===== src/rtl/prm_pkg.sv =====
// Shared defaults and state encoding for the PRM edge-mask collector.
package prm_pkg;

  localparam int NUM_EDGES_DEF = 1024;
  localparam int WORD_W_DEF    = 32;
  localparam int CNT_W_DEF     = 16;

  typedef enum logic {
    ACCUM = 1'b0,
    DRAIN = 1'b1
  } state_t;

endpackage


===== src/rtl/prm_mask_serializer.sv =====
// Picks word k of the latched blocked-edge vector and flags the final word.
module prm_mask_serializer #(
  parameter int NUM_EDGES = 1024,
  parameter int WORD_W    = 32,
  localparam int NUM_WORDS = NUM_EDGES / WORD_W,
  localparam int K_W       = (NUM_WORDS > 1) ? $clog2(NUM_WORDS) : 1
) (
  input  logic [NUM_EDGES-1:0] result,
  input  logic [K_W-1:0]       k,
  output logic [WORD_W-1:0]    out_data,
  output logic                 out_last
);

  logic [NUM_WORDS-1:0][WORD_W-1:0] words;

  assign words    = result;
  assign out_data = words[k];
  assign out_last = (k == K_W'(NUM_WORDS - 1));

endmodule


===== src/rtl/prm_edge_mask_collector.sv =====
// ORs per-voxel edge collision masks over a frame, then streams the blocked-edge
// vector out word by word while counting the voxels that contributed.
module prm_edge_mask_collector
  import prm_pkg::*;
#(
  parameter int NUM_EDGES = NUM_EDGES_DEF,
  parameter int WORD_W    = WORD_W_DEF,
  parameter int CNT_W     = CNT_W_DEF
) (
  input  logic                 clk,
  input  logic                 rst,
  input  logic                 in_valid,
  output logic                 in_ready,
  input  logic [NUM_EDGES-1:0] in_mask,
  input  logic                 in_last,
  output logic                 out_valid,
  input  logic                 out_ready,
  output logic [WORD_W-1:0]    out_data,
  output logic                 out_last,
  output logic [CNT_W-1:0]     voxel_count
);

  localparam int NUM_WORDS = NUM_EDGES / WORD_W;
  localparam int K_W       = (NUM_WORDS > 1) ? $clog2(NUM_WORDS) : 1;
  localparam logic [CNT_W-1:0] CNT_MAX = '1;

  state_t               state, state_nxt;
  logic [NUM_EDGES-1:0] acc;
  logic [NUM_EDGES-1:0] result;
  logic [CNT_W-1:0]     run_cnt;
  logic [K_W-1:0]       k;
  logic                 ser_last;
  logic                 accept;
  logic                 handshake;

  function automatic logic [CNT_W-1:0] sat_inc(input logic [CNT_W-1:0] c);
    return (c == CNT_MAX) ? c : c + 1'b1;
  endfunction

  assign accept    = in_valid & in_ready;
  assign handshake = out_valid & out_ready;

  always_ff @(posedge clk) begin
    if (rst) state <= ACCUM;
    else     state <= state_nxt;
  end

  always_comb begin
    state_nxt = state;
    case (state)
      ACCUM: if (accept && in_last)      state_nxt = DRAIN;
      DRAIN: if (handshake && ser_last)  state_nxt = ACCUM;
      default:                           state_nxt = ACCUM;
    endcase
  end

  // Handshake outputs depend on state only, so no in_* -> out_* or out_ready -> in_ready path.
  always_comb begin
    in_ready  = (state == ACCUM);
    out_valid = (state == DRAIN);
    out_last  = (state == DRAIN) & ser_last;
  end

  always_ff @(posedge clk) begin
    if (rst) begin
      acc         <= '0;
      result      <= '0;
      run_cnt     <= '0;
      voxel_count <= '0;
      k           <= '0;
    end else begin
      if (accept) begin
        if (in_last) begin
          result      <= acc | in_mask;
          voxel_count <= sat_inc(run_cnt);
          acc         <= '0;
          run_cnt     <= '0;
        end else begin
          acc     <= acc | in_mask;
          run_cnt <= sat_inc(run_cnt);
        end
      end
      if (handshake) k <= ser_last ? '0 : k + 1'b1;
    end
  end

  prm_mask_serializer #(
    .NUM_EDGES(NUM_EDGES),
    .WORD_W   (WORD_W)
  ) u_ser (
    .result  (result),
    .k       (k),
    .out_data(out_data),
    .out_last(ser_last)
  );

endmodule


===== config.mk =====
export PLATFORM = sky130hd
export DESIGN_NAME = prm_edge_mask_collector
export DESIGN_NICKNAME = d
export VERILOG_FILES = /design/src/rtl/prm_pkg.sv /design/src/rtl/prm_mask_serializer.sv /design/src/rtl/prm_edge_mask_collector.sv
export SDC_FILE = /design/constraint.sdc
export NUM_CORES = 2
export LEC_CHECK = 0
export CAP_MARGIN = 40
export CORE_AREA = 2 2 422 424
export DETAILED_ROUTE_END_ITERATION = 7
export DIE_AREA = 0 0 424 426
export GPL_ROUTABILITY_DRIVEN = 0
export PLACE_DENSITY = 0.69
export SLEW_MARGIN = 5
export SYNTH_ARGS = -nofsm -noshare
export SYNTH_HDL_FRONTEND = slang
export SYNTH_SLANG_ARGS = --single-unit

===== constraint.sdc =====
create_clock -name clk -period 2.5 [get_ports clk]
set_input_delay 0.25 -clock clk [delete_from_list [all_inputs] [get_ports clk]]
set_output_delay 0.25 -clock clk [all_outputs]
set_load 0.05 [all_outputs]

==> results.sh <==
export IMPL_num_io_pins=1080
export IMPL_violations="negative setup slack"
export IMPL_fin_tns_setup_ns=-28.34
export IMPL_synth_edf_count=0
export IMPL_total_power_mw=77.7
export IMPL_floorplan_initialDensity=0.423
export IMPL_critPathMaxFanout=6
export IMPL_layout_drive_gt1_share=0.122
export IMPL_fin_util=0.586
export IMPL_ys_ff_latch=2086
export IMPL_async_reset_ff_frac=0
export IMPL_fin_skew_ns=0.0351
export IMPL_p_int_mw=58.1
export IMPL_relSlewSlack=0.417
export IMPL_grt_overflow_total=0
export IMPL_fmax_mhz=286
export IMPL_cts_tree="done"
export IMPL_cap_violations=0
export IMPL_p_comb_frac=0.116
export IMPL_crit_family="buffers and inverters"
export IMPL_worstPathArrival_ns=3.25
export IMPL_synth_area_um2=74400
export IMPL_setup_violations=33
export IMPL_grt_usage=0.334
export IMPL_final_cells=12600
export IMPL_hold_viol=0
export IMPL_rows=154
export IMPL_layout_setup_ws_ns=-0.996
export IMPL_grt_antenna_before_repair=95
export IMPL_cts_buffers=203
export IMPL_final_cell_mix="dfxtp_1, nand2_1, a21oi_1, clkdlybuf4s50_1, nor2_1"
export IMPL_die_area_um2=181000
export IMPL_clock_sinks=2086
export IMPL_p_per_area_nw_per_um2=755
export IMPL_tightest_slew_ns=0.866
export IMPL_wirelength_um=313000
export IMPL_end_kind="primary output"
export IMPL_period_minus_slack_ns=3.50
export IMPL_firstDrtPassIters=6
export IMPL_syn_inst=8504
export IMPL_final_max_slew_violation_count=0
export IMPL_crit_path_start_kind="flip-flop"
export IMPL_seq_area_frac_synth=0.561
export IMPL_grt_max_degree=110
export IMPL_p_seq_frac=0.471
export IMPL_crit_chain="buf_12 -> buf_16 -> buf_8 -> buf_12 -> buf_12 -> buf_6 -> mux4_2 -> a22oi_2 -> buf_6 -> a22oi_2 -> buf_6"
export IMPL_yosysWarnings=0
export IMPL_clock_latency_ns=0.90
export IMPL_synth_distinct_cells=56
export IMPL_clock_root_buffer="clkbuf_16"
export IMPL_nFillCells=14900
export IMPL_drtAntennaViolNets=0
export IMPL_placed_area_um2=90200
export IMPL_drc=0
export IMPL_period_share=1.40
export IMPL_register_area_um2=41800
export IMPL_syn_nets=9536
export IMPL_swShare=0.252
export IMPL_power_frac_clock=0.413
export IMPL_die_h_um=426
export IMPL_core_area_um2=176000
export IMPL_cts_path_max_buffers=3
export IMPL_syn_to_final_growth_pct=38.4
export IMPL_multi_input_area_um2=31400
export IMPL_grt_pass1_vias=66700
export IMPL_required_ns=2.25
export IMPL_fin_nets=11100
export IMPL_wl_per_cell_um=24.8
export IMPL_outcome="finished with violations"
export IMPL_ys_flop_type="dfxtp_1"
export IMPL_power_switching_mw=19.6
export IMPL_hpwl_um=238000
export IMPL_final_area_um2=103000
export IMPL_crit_slowest_cell="mux4_2"
export IMPL_slowest_delay_ns=0.52
export IMPL_syn_avg_cell_area_um2=8.75
export IMPL_final_common_cell="dfxtp_1"
export IMPL_port_buffers=1079
export IMPL_clk_pin_slew_ns=0.06
export IMPL_crit_type="flip-flop to primary output"
export IMPL_rsz0062_at_grt="yes"
export IMPL_post_place_ws_ns=-0.668
export IMPL_p_leak_nw=42.5
export IMPL_viasPerCell=5.55
export IMPL_timing_hold_ws_ns=0.0149
export IMPL_grt_pass1_wl_um=443000
export IMPL_min_path_type="input pin to flip-flop"
export IMPL_worst_path_buf_inv=8
export IMPL_cts_htree_levels=4
export IMPL_placed_cells=11800
export IMPL_vias=70000
export IMPL_drt_initial_drc_count=7483
export IMPL_peakVddDrop_uv=684
export IMPL_dieWidth_um=424
[power by group through the flow]
stage          combinational (mW)  sequential (mW)  clock, mW
5_1_grt                      9.65             36.8       33.6
3_3_place_gp                 7.85             37.2          0
2_1_floorplan                3.95             36.8          0
6_report                     9.03             36.6       32.1
4_1_cts                      8.86             36.5       32.2
3_5_place_dp                 8.01             37.2          0
[what timing repair did]
| action | CTS | global route |
|---|---|---|
| endpoints found under the hold margin | 370 | 0 |
| hold buffers | 324 | 0 |
| gates cloned | 6 | 1 |
| setup buffers | 41 | 31 |
| setup endpoints to repair | 34 | 33 |
| resized for setup | 289 | 87 |
| pin swaps | 78 | 46 |
[registers in the layout, indices dropped and copies added (netlist names)]
name and count:
k 5, acc 1024, out_valid 1, run_cnt 16
voxel_count 16, result 1024
[cell usage after synthesis (3+ instances only)]
cell,instances,area [um2]
dfxtp_1,2086,41800
nand2_1,2075,7790
a21oi_1,1072,5370
nor2_1,1034,3880
o21ai_0,1030,5150
clkbuf_1,322,1210
mux4_2,193,4350
buf_2,184,921
mux2i_1,129,1290
a22oi_1,76,571
a211oi_1,44,330
buf_1,34,128
o22ai_1,32,200
o221ai_1,31,272
buf_4,22,165
o21ai_1,17,85.1
a22o_1,11,96.3
nand3_1,10,50.1
nor3_1,8,40.0
o211ai_1,8,60.1
and4_1,7,61.3
nand4_1,7,43.8
a31oi_1,5,31.3
and3_1,5,31.3
inv_1,5,18.8
or4_1,5,37.5
buf_6,4,45.0
ha_1,3,37.5
nand2b_1,3,18.8
nor2b_1,3,18.8
nor4_1,3,18.8
or3_1,3,18.8
xnor2_1,3,26.3
[metal layers]
metal / track usage / up-vias / routed length [um]
met4: 0.250 / 20 / 27100
met1: 0.385 / 33500 / 114000
li1: - / 31900 / -
met2: 0.549 / 3571 / 146000
met3: 0.0689 / 990 / 26000
met5: 0 / - / 130
[cell families after synthesis]
logic type                 count (synthesis)  share of synthesized area
xor gates and xnor gates                   5                   0.000589
buffers and inverters                    573                     0.0335
adders and majority gates                  3                   0.000505
DFF                                     2086                      0.561
and+or+nand+nor                         3174                      0.163
AOI/OAI and AO/OA                       2340                      0.165
muxes                                    323                     0.0759
[worst register-to-register path, stage by stage, from the launching register on]
cell	delay [ns]
dfxtp_4	0.37
buf_12	0.15
buf_16	0.17
buf_8	0.15
buf_16	0.16
ha_4	0.17
and3_4	0.18
ha_4	0.18
buf_6	0.14
or4b_4	0.51
a21oi_2	0.15
[layout make-up]
cell class	count	area share
repair buffers	1897	0.191
clock inverters	76	0.00965
clock buffers	294	0.0584
multi-input cells	5845	0.305
well taps	2340	0.0284
flip-flops and latches	2086	0.406
diodes	68	0.00165
inverters	6	0.000219
[path summary, 6_finish.rpt]
path                start           end  slack [ns]  cells past startpoint
max                  k[0]  out_data[19]        -1.0                     11
min reg2reg   result[137]   result[137]        0.43                      2
max reg2reg          k[0]          k[2]        0.11                     10
min          in_mask[583]      acc[583]        0.01                      3
No activity file was read; power rests on OpenSTA's default activity.
